--- config.mk ---
export PLATFORM = sky130hd
export DESIGN_NAME = mux_scan_controller
export DESIGN_NICKNAME = d
export VERILOG_FILES = /design/src/rtl/mux_scan_controller_pkg.sv /design/src/rtl/mux_scan_dwell_counter.sv /design/src/rtl/mux_scan_controller.sv
export SDC_FILE = /design/constraint.sdc
export NUM_CORES = 1
export LEC_CHECK = 0
export CAP_MARGIN = 30
export CORE_MARGIN = 4
export CORE_UTILIZATION = 58
export CTS_BUF_LIST = sky130_fd_sc_hd__clkbuf_8
export DETAILED_ROUTE_END_ITERATION = 8
export HOLD_SLACK_MARGIN = 0.12
export PLACE_DENSITY = 0.83
export SETUP_SLACK_MARGIN = 0.2
export SLEW_MARGIN = 20
export SYNTH_ARGS = -nofsm -noshare
export SYNTH_HDL_FRONTEND = slang
export SYNTH_SLANG_ARGS = --single-unit
--- constraint.sdc ---
create_clock -name clk -period 3.7 [get_ports clk]
set_input_delay 0.37 -clock clk [delete_from_list [all_inputs] [get_ports clk]]
set_output_delay 0.37 -clock clk [all_outputs]
set_load 0.02 [all_outputs]
--- src/rtl/mux_scan_controller_pkg.sv ---
// Shared definitions for the mux scan controller: FSM state encoding and
// dwell counter sizing.
`timescale 1ns/1ps
package mux_scan_controller_pkg;

  typedef enum logic {
    ST_IDLE = 1'b0,
    ST_SCAN = 1'b1
  } state_t;

  localparam int DWELL_MAX = 255;
  localparam int DWELL_CW  = 8;

endpackage

--- src/rtl/mux_scan_dwell_counter.sv ---
// Dwell counter: counts 0..DWELL-1 while enabled and flags the terminal
// count so the controller knows when y has settled and may be sampled.
`timescale 1ns/1ps
module mux_scan_dwell_counter
  import mux_scan_controller_pkg::*;
#(
  parameter int DWELL = 1
) (
  input  logic clk,
  input  logic rst_n,
  input  logic clr,
  input  logic en,
  output logic tc
);

  localparam logic [DWELL_CW-1:0] TC_VAL = DWELL_CW'(DWELL - 1);

  logic [DWELL_CW-1:0] cnt_reg;

  assign tc = (cnt_reg == TC_VAL);

  // Clear has priority so an abort always restarts the dwell from zero.
  always_ff @(posedge clk or negedge rst_n) begin
    if (!rst_n) begin
      cnt_reg <= '0;
    end else if (clr) begin
      cnt_reg <= '0;
    end else if (en) begin
      cnt_reg <= tc ? '0 : cnt_reg + DWELL_CW'(1);
    end
  end

endmodule

--- src/rtl/mux_scan_controller.sv ---
// Steps the select lines of an external N:1 mux, samples y after each dwell
// period and publishes the assembled word with a one-cycle valid pulse.
`timescale 1ns/1ps
module mux_scan_controller
  import mux_scan_controller_pkg::*;
#(
  parameter int SEL_W = 2,
  parameter int DWELL = 1
) (
  input  logic                    clk,
  input  logic                    rst_n,
  input  logic                    start,
  input  logic                    abort,
  input  logic                    y,
  output logic [SEL_W-1:0]        sel,
  output logic                    busy,
  output logic [(2**SEL_W)-1:0]   data_out,
  output logic                    valid
);

  localparam int N = 2 ** SEL_W;
  localparam logic [SEL_W-1:0] SEL_LAST = SEL_W'(N - 1);

  state_t           state_reg, state_next;
  logic [SEL_W-1:0] sel_reg, sel_next;
  logic [N-1:0]     shadow_reg, shadow_next;
  logic [N-1:0]     data_reg, data_next;
  logic             valid_reg, valid_next;
  logic             cnt_clr;
  logic             cnt_en;
  logic             dwell_tc;

  mux_scan_dwell_counter #(
    .DWELL (DWELL)
  ) u_dwell (
    .clk   (clk),
    .rst_n (rst_n),
    .clr   (cnt_clr),
    .en    (cnt_en),
    .tc    (dwell_tc)
  );

  assign cnt_en = (state_reg == ST_SCAN);

  always_ff @(posedge clk or negedge rst_n) begin
    if (!rst_n) begin
      state_reg  <= ST_IDLE;
      sel_reg    <= '0;
      shadow_reg <= '0;
      data_reg   <= '0;
      valid_reg  <= 1'b0;
    end else begin
      state_reg  <= state_next;
      sel_reg    <= sel_next;
      shadow_reg <= shadow_next;
      data_reg   <= data_next;
      valid_reg  <= valid_next;
    end
  end

  always_comb begin
    state_next  = state_reg;
    sel_next    = sel_reg;
    shadow_next = shadow_reg;
    data_next   = data_reg;
    valid_next  = 1'b0;
    cnt_clr     = 1'b0;
    case (state_reg)
      ST_IDLE: begin
        sel_next = '0;
        cnt_clr  = 1'b1;
        if (start && !abort) begin
          state_next  = ST_SCAN;
          shadow_next = '0;
        end
      end
      ST_SCAN: begin
        // Abort beats a coinciding final sample: no capture, no pulse.
        if (abort) begin
          state_next = ST_IDLE;
          sel_next   = '0;
          cnt_clr    = 1'b1;
        end else if (dwell_tc) begin
          shadow_next[sel_reg] = y;
          if (sel_reg == SEL_LAST) begin
            data_next  = {y, shadow_reg[N-2:0]};
            valid_next = 1'b1;
            sel_next   = '0;
            state_next = ST_IDLE;
          end else begin
            sel_next = sel_reg + SEL_W'(1);
          end
        end
      end
      default: begin
        state_next = ST_IDLE;
        sel_next   = '0;
        cnt_clr    = 1'b1;
      end
    endcase
  end

  assign sel      = sel_reg;
  assign busy     = (state_reg == ST_SCAN);
  assign data_out = data_reg;
  assign valid    = valid_reg;

endmodule
==> report_table.html <==
<table>
<tr><th>Metric</th><th>Value</th></tr>
<tr><th colspan="2">Worst setup path</th></tr>
<tr><td>Endpoint type of the worst setup path</td><td>flop</td></tr>
<tr><td>Critical path start-end classification</td><td>flop to flop</td></tr>
<tr><td>Delay of the slowest critical-path stage</td><td>0.44 ns</td></tr>
<tr><td>Max Fanout on Critical Path</td><td>6</td></tr>
<tr><td>Cells traversed along the worst timing path</td><td>inv_1 &gt; ha_1 &gt; nor3b_1 &gt; nand4_1 &gt; mux2_2</td></tr>
<tr><td>Worst endpoint required time</td><td>3.84 ns</td></tr>
<tr><td>Slowest cell on the critical path</td><td>sky130_fd_sc_hd__dfrtp_1</td></tr>
<tr><td>Critical Path Start Type</td><td>flop</td></tr>
<tr><td>Worst path arrival time</td><td>2.02 ns</td></tr>
<tr><th colspan="2">STA</th></tr>
<tr><td>Actual slew at the worst max-slew pin</td><td>around 0.83 ns</td></tr>
<tr><td>Fin crit period</td><td>1.88 ns</td></tr>
<tr><td>Max Fclk</td><td>531 MHz</td></tr>
<tr><td>Worst clock skew</td><td>0.00161 ns</td></tr>
<tr><td>Relative max-transition margin</td><td>44.3%</td></tr>
<tr><td>Setup TNS</td><td>0 ns</td></tr>
<tr><td>Worst hold margin</td><td>~0.51 ns</td></tr>
<tr><td>Finish-stage setup viols</td><td>0</td></tr>
<tr><td>Count of final hold-check violations</td><td>0</td></tr>
<tr><td>RSZ-0062 raised after global routing</td><td>false</td></tr>
<tr><td>Max Transition Viols Final</td><td>0</td></tr>
<tr><td>Final clock period utilization by the worst path</td><td>50.9%</td></tr>
<tr><th colspan="2">Power</th></tr>
<tr><td>Internal power summed over all cells</td><td>0.000300 W</td></tr>
<tr><td>Psw</td><td>between 0.00008 and 0.00009 W</td></tr>
<tr><td>Sw frac</td><td>between 20% and 30%</td></tr>
<tr><td>Logic gate share of total power</td><td>7.9%</td></tr>
<tr><td>Part of the power in the clock network</td><td>~36%</td></tr>
<tr><td>Share of power burned in registers</td><td>56.0%</td></tr>
<tr><td>Static leakage</td><td>0.515 nW</td></tr>
<tr><td>Worst VDD drop</td><td>0.000398 V</td></tr>
<tr><td>Power density over cell area</td><td>341 nW/um^2</td></tr>
<tr><th colspan="2">CTS</th></tr>
<tr><td>Clock sink total</td><td>19</td></tr>
<tr><td>Buffers from clock root to sink, at most</td><td>2</td></tr>
<tr><td>Number of buffers inserted to repair setup after CTS</td><td>0</td></tr>
<tr><td>Number of buffers added to fix hold violations after cts</td><td>0</td></tr>
<tr><td>Clock latency of the later-clocked register in the worst-skew pair</td><td>0.25 ns</td></tr>
<tr><td>TritonCTS Buffers</td><td>3</td></tr>
<tr><td>Cell at the root of the clock tree</td><td>sky130_fd_sc_hd__clkbuf_8</td></tr>
<tr><td>Clock tree from TritonCTS</td><td>built</td></tr>
<tr><td>CTS HTree Levels</td><td>1</td></tr>
<tr><td>Register clock-pin slew on the reported worst setup and hold paths</td><td>about 0.070 ns</td></tr>
<tr><td>Number of gates resized after cts</td><td>0</td></tr>
<tr><th colspan="2">Routing</th></tr>
<tr><td>Number of DRC markers after the initial detailed-route iteration</td><td>37</td></tr>
<tr><td>DRC violations left</td><td>0</td></tr>
<tr><td>Via count</td><td>755</td></tr>
<tr><td>Average detailed-routed wire length per instance</td><td>15.5 um</td></tr>
<tr><td>Detail Route Antenna Nets</td><td>0</td></tr>
<tr><td>Detailed-routing iteration count for the pre-antenna-repair pass</td><td>7</td></tr>
<tr><td>Drt total wl</td><td>1.89 mm</td></tr>
<tr><td>Vias per cell</td><td>slightly above 6</td></tr>
<tr><th colspan="2">Yosys</th></tr>
<tr><td>Total nets after synthesis</td><td>102</td></tr>
<tr><td>Number of enable flip-flop cells after synthesis</td><td>0</td></tr>
<tr><td>Count of distinct cell types in the synthesized netlist</td><td>28</td></tr>
<tr><td>Sequential share of the synthesized area</td><td>around half</td></tr>
<tr><td>Synth Area per Inst</td><td>between 10 and 15 um^2</td></tr>
<tr><td>Primary flip-flop cell chosen by synthesis mapping</td><td>sky130_fd_sc_hd__dfrtp_1</td></tr>
<tr><td>Ys Warns</td><td>0</td></tr>
<tr><td>Cell with the most instances after synthesis</td><td>sky130_fd_sc_hd__dfrtp_1</td></tr>
<tr><td>Synth top area cells</td><td>sky130_fd_sc_hd__dfrtp_1, sky130_fd_sc_hd__ha_1, sky130_fd_sc_hd__mux2_2</td></tr>
<tr><td>Cell count after synthesis</td><td>91</td></tr>
<tr><td>Number of flip-flops and latches in the synthesized netlist</td><td>19</td></tr>
<tr><td>Share of synthesized flip-flops with an asynchronous set or reset</td><td>100%</td></tr>
<tr><td>Synth top area share</td><td>between 40 and 50%</td></tr>
<tr><td>Post-synthesis cell area</td><td>956 um^2</td></tr>
<tr><td>Post-synthesis cell type with the largest combined area</td><td>sky130_fd_sc_hd__dfrtp_1</td></tr>
<tr><td>Post-synth top cells</td><td>sky130_fd_sc_hd__dfrtp_1, sky130_fd_sc_hd__a21oi_1, sky130_fd_sc_hd__nand3_1</td></tr>
<tr><th colspan="2">Floorplanning</th></tr>
<tr><td>Width of the die</td><td>48.6 um</td></tr>
<tr><td>Site Rows</td><td>14</td></tr>
<tr><td>Y dimension of the die</td><td>48.6 um</td></tr>
<tr><td>Die Outline Area</td><td>2360 um^2</td></tr>
<tr><td>Core region area</td><td>1520 um^2</td></tr>
<tr><td>Initial Utilization</td><td>62.7%</td></tr>
<tr><td>Boundary pin count</td><td>13</td></tr>
<tr><th colspan="2">Global routing</th></tr>
<tr><td>Global-route usage over all layers</td><td>17.1%</td></tr>
<tr><td>Number of global-route vias before repair</td><td>734</td></tr>
<tr><td>Antenna violations before repair</td><td>0</td></tr>
<tr><td>Wire length of the first global-routing pass</td><td>3.26 mm</td></tr>
<tr><td>Total grt overflow</td><td>0</td></tr>
<tr><td>Maximum number of pins on one net before global-route repair</td><td>20</td></tr>
<tr><th colspan="2">Final layout</th></tr>
<tr><td>Ratio of cells with drive above 1 in the final layout</td><td>between 10% and 20%</td></tr>
<tr><td>ANT cells</td><td>0</td></tr>
<tr><td>Fillers</td><td>98</td></tr>
<tr><td>Signed area change from the synthesized netlist to the final layout</td><td>19.0%</td></tr>
<tr><td>Number of flip-flops in the largest register</td><td>8</td></tr>
<tr><td>Number of nets in the layout</td><td>roughly 120</td></tr>
<tr><td>Cell area after layout</td><td>about 1100 um^2</td></tr>
<tr><th colspan="2">Placed design</th></tr>
<tr><td>Placed instance area</td><td>1090 um^2</td></tr>
<tr><td>Routability congestion estimate from global placement</td><td>0.847</td></tr>
<tr><td>Count of buffers inserted at the top-level ports</td><td>12</td></tr>
<tr><td>Dpl hpwl</td><td>between 1 and 1.5 mm</td></tr>
<tr><th colspan="2">Worst hold path</th></tr>
<tr><td>Class of the tightest hold or removal check</td><td>flop to flop</td></tr>
<tr><th colspan="2">Job</th></tr>
<tr><td>Maxcap violations</td><td>0</td></tr>
<tr><th colspan="2">Status</th></tr>
<tr><td>Outcome</td><td>finished, final reports clean</td></tr>
</table>
-- through the flow --
step	worst slack, ns	cells	util, %	total power, W
floorplan	2.03	91	-	0.000234
global placement	1.87	118	71.7	0.000250
detailed placement	1.84	118	71.7	0.000252
CTS	1.82	122	74.6	0.000389
global route	1.66	122	74.6	0.000404
finish	1.82	122	74.6	0.000388
-- worst max-delay path: cells and delay by family, from the launching register on --
family,cells,cell delay (ns)
AND/OR/NAND/NOR,2,0.75
flip-flops,1,0.44
multiplexers,1,0.35
adder cells (fa/ha/maj),1,0.15
buffers and inverters,1,0.09
-- worst paths after layout --
check                                         from     endpoint  slack [ns]  depth (start not counted)
worst min register to register         data_out[2]  data_out[2]        0.51                          1
worst min-delay path                   data_out[2]  data_out[2]        0.51                          1
worst max register to register  u_dwell.cnt_reg[0]  data_out[3]        1.82                          5
min in group asynchronous                    rst_n  data_out[2]        0.59                          1
worst max-delay path            u_dwell.cnt_reg[0]  data_out[3]        1.82                          5
max in group asynchronous                    rst_n  data_out[0]        2.59                          1
-- layout by cell type (no fill, tap or decap), drive strengths merged --
cell	netlist	final
mux2i	3	3
nor2b	1	1
nor4	1	1
ha	6	6
clkdlybuf4s50	0	12
xnor2	1	1
nand2	5	5
or4	2	2
nor2	6	6
nand4	2	2
xor2	2	2
or3	3	3
nor3b	1	1
or3b	2	2
o21ai	6	6
mux2	4	4
inv	5	6
nand2b	1	1
nand3	8	8
and3b	1	1
a31oi	1	1
a21oi	8	8
dfrtp	19	19
clkbuf	1	3
o21bai	1	1
and3	1	1
-- logic make-up (layout without fill, tap and decap cells) --
| family | Yosys count | after routing | synth area share [%] |
|---|---|---|---|
| simple gates | 34 | 34 | 20.7 |
| flops | 19 | 19 | 49.7 |
| compound gates | 16 | 16 | 8.77 |
| mux | 7 | 7 | 7.85 |
| fa+ha+maj | 6 | 6 | 7.85 |
| buf+inv | 6 | 21 | 2.36 |
| xor+xnor | 3 | 3 | 2.75 |
-- power by group through the flow --
stage | clock (W) | combinational, W | sequential (W)
5_1_grt | 0.000152 | 0.0000337 | 0.000218
3_3_place_gp | 0 | 0.0000295 | 0.000221
2_1_floorplan | 0 | 0.0000120 | 0.000222
4_1_cts | 0.000141 | 0.0000307 | 0.000217
3_5_place_dp | 0 | 0.0000306 | 0.000221
6_report | 0.000140 | 0.0000308 | 0.000217
-- routing by layer --
metal	wire, um	GRT usage, %	up-vias	share of wire, %
met5	0	0	-	0
met4	29	5.38	0	1.5
met3	111	3.68	8	5.9
met2	910	27.0	30	48
li1	-	-	353	-
met1	837	23.4	364	44
-- layout make-up --
class	count	area, um^2	share of cell area [%]
clock inverters	1	3.75	0.330
clock buffers	3	41.3	3.63
inverters	5	18.8	1.65
flip-flops and latches	19	475	41.8
repair buffers	12	120	10.6
well taps	16	20.0	1.76
multi-input cells	66	458	40.3
(Power assumes the default switching activity.)
==> RTL change (same flow settings) <==
Change the parameter `SEL_W` from 2 to 3.
--- a/src/rtl/mux_scan_controller.sv
+++ b/src/rtl/mux_scan_controller.sv
@@ -6,3 +6,3 @@
 #(
-  parameter int SEL_W = 2,
+  parameter int SEL_W = 3,
   parameter int DWELL = 1
Ports: changed (resized data_out and sel); port bits go from 13 to 18. No check against the original RTL was run, so the function may have changed too.
==> RTL change against the unedited design <==
  * Power is 36% higher
  * Worst setup slack worse by 200 ps
  * Wire length is 39% higher
  * Synthesized cell count is 30% higher
  * Global-route usage is 1.5 points higher
  * Final area is 39% higher
  * Sequential power is 45% higher
  * Sequential cell count is 9 higher
  * Area after synthesis is 38% higher
  * Critical path depth stayed put
  * Critical path type unchanged
  * Largest power group unchanged
==> RTL change: results (changes against the unedited design) <==
Final Routed Wirelength=2625 µm (+39%); pin count of the biggest net entering global routing=29 (+45%); Critical-path top delay cell=nor4b_2; via density per instance=5.933 (-4.1%); P_int=417.6 µW (+39%); worst skew pair latency=270 ps (+20 ps); max_slew headroom=0.5761 (+0.1328); Peak supply drop=0.0002737 V (-31%); register area share after synthesis=0.5298 (+0.03242); Layout fillers=152 (+55%); Pleak=0.0007084 µW (+38%); met2 usage=0.2905 (+0.02098); worst-path maximum fanout=8 (+2); Clock Skews=6.800 ps (+5.191 ps); WHS=461.5 ps (-50.28 ps); synth unique cells=32 (+14%); First DRT Iteration DRCs=13 (-65%); Area after DPL=1523 µm² (+39%); Tot GR Track Use=0.1866 (+0.01531); seq pwr=314 µW (+45%); most frequent cells after synthesis=dfrtp_1 (28), mux2_2 (8), nand2_1 (8); DR pass1 iterations=4 (-3); Syn Nets=127 (+25%); outcome=finished clean; Buffers on Ports=17 (+5); Inst Count DP=161 (+36%); fin util=0.7202 (-0.02614); Final Non-Filler Cells=165 (+35%); Reg clk slew, reported paths=90 ps (+20 ps); first-pass GRT wire length=4671 µm (+43%); nets=147 (+25%); CP max stage delay=540 ps (+100 ps); post-DP HPWL=1841 µm (+32%); HP Class=primary input to asynchronous set/reset pin; Mean Syn Cell Area=11.21 µm² (+6.7%); vias in the first global route=1002 (+37%); Comb power=29.7 µW (-4%)
## RTL change: cell count changes in the layout (fill, tap and decap cells not counted), moves of 2 or more
cell	change
mux2_2	+4
nor4_1	+3
ha_1	-2
a21oi_1	-2
or3_1	+2
nand3_1	-3
mux2i_1	+4
clkdlybuf4s50_1	+5
nand2_1	+3
dfrtp_1	+9
nand4_1	+3
## RTL change: worst min path at each step
| stage | startpoint | end |
|---|---|---|
| 3_3_place_gp | shadow_reg[2] | data_out[2] |
| 5_1_grt | rst_n | u_dwell.cnt_reg[6] |
| 4_1_cts | rst_n | sel[0] |
| 2_1_floorplan | rst_n | busy |
| 6_report | rst_n | u_dwell.cnt_reg[6] |
| 3_5_place_dp | data_out[7] | data_out[7] |
## RTL change: kinds of logic (layout without fill, tap and decap cells)
family                     after synthesis  count (layout)  share of synthesized area
adders and majority gates                4               4                    0.03784
and+or+nand+nor                         45              45                     0.2091
muxes                                   15              15                     0.1211
xor gates and xnor gates                 3               3                    0.01987
AOI/OAI and AO/OA                       14              14                    0.05582
buffers and inverters                    9              28                    0.02649
DFF                                     28              28                     0.5298
## RTL change: routing by layer
metal	share of wire	up-vias
met4	0.0053	0
met1	0.49	499
li1	-	464
met5	0	-
met3	0.026	2
met2	0.48	14
## RTL change: layout make-up
type | instances | share of cell area
clock buffers | 4 | 0.03489
flip-flops and latches | 28 | 0.4441
inverters | 6 | 0.01427
well taps | 28 | 0.02220
multi-input cells | 81 | 0.3719
repair buffers | 18 | 0.1126
## RTL change: worst max-delay path, delay by kind of cell (launching register included)
kind | cells | cell delay, ps
and+or+nand+nor | 2 | 910
adders and majority gates | 1 | 170
buffers and inverters | 1 | 90
muxes | 1 | 370
DFF | 1 | 430
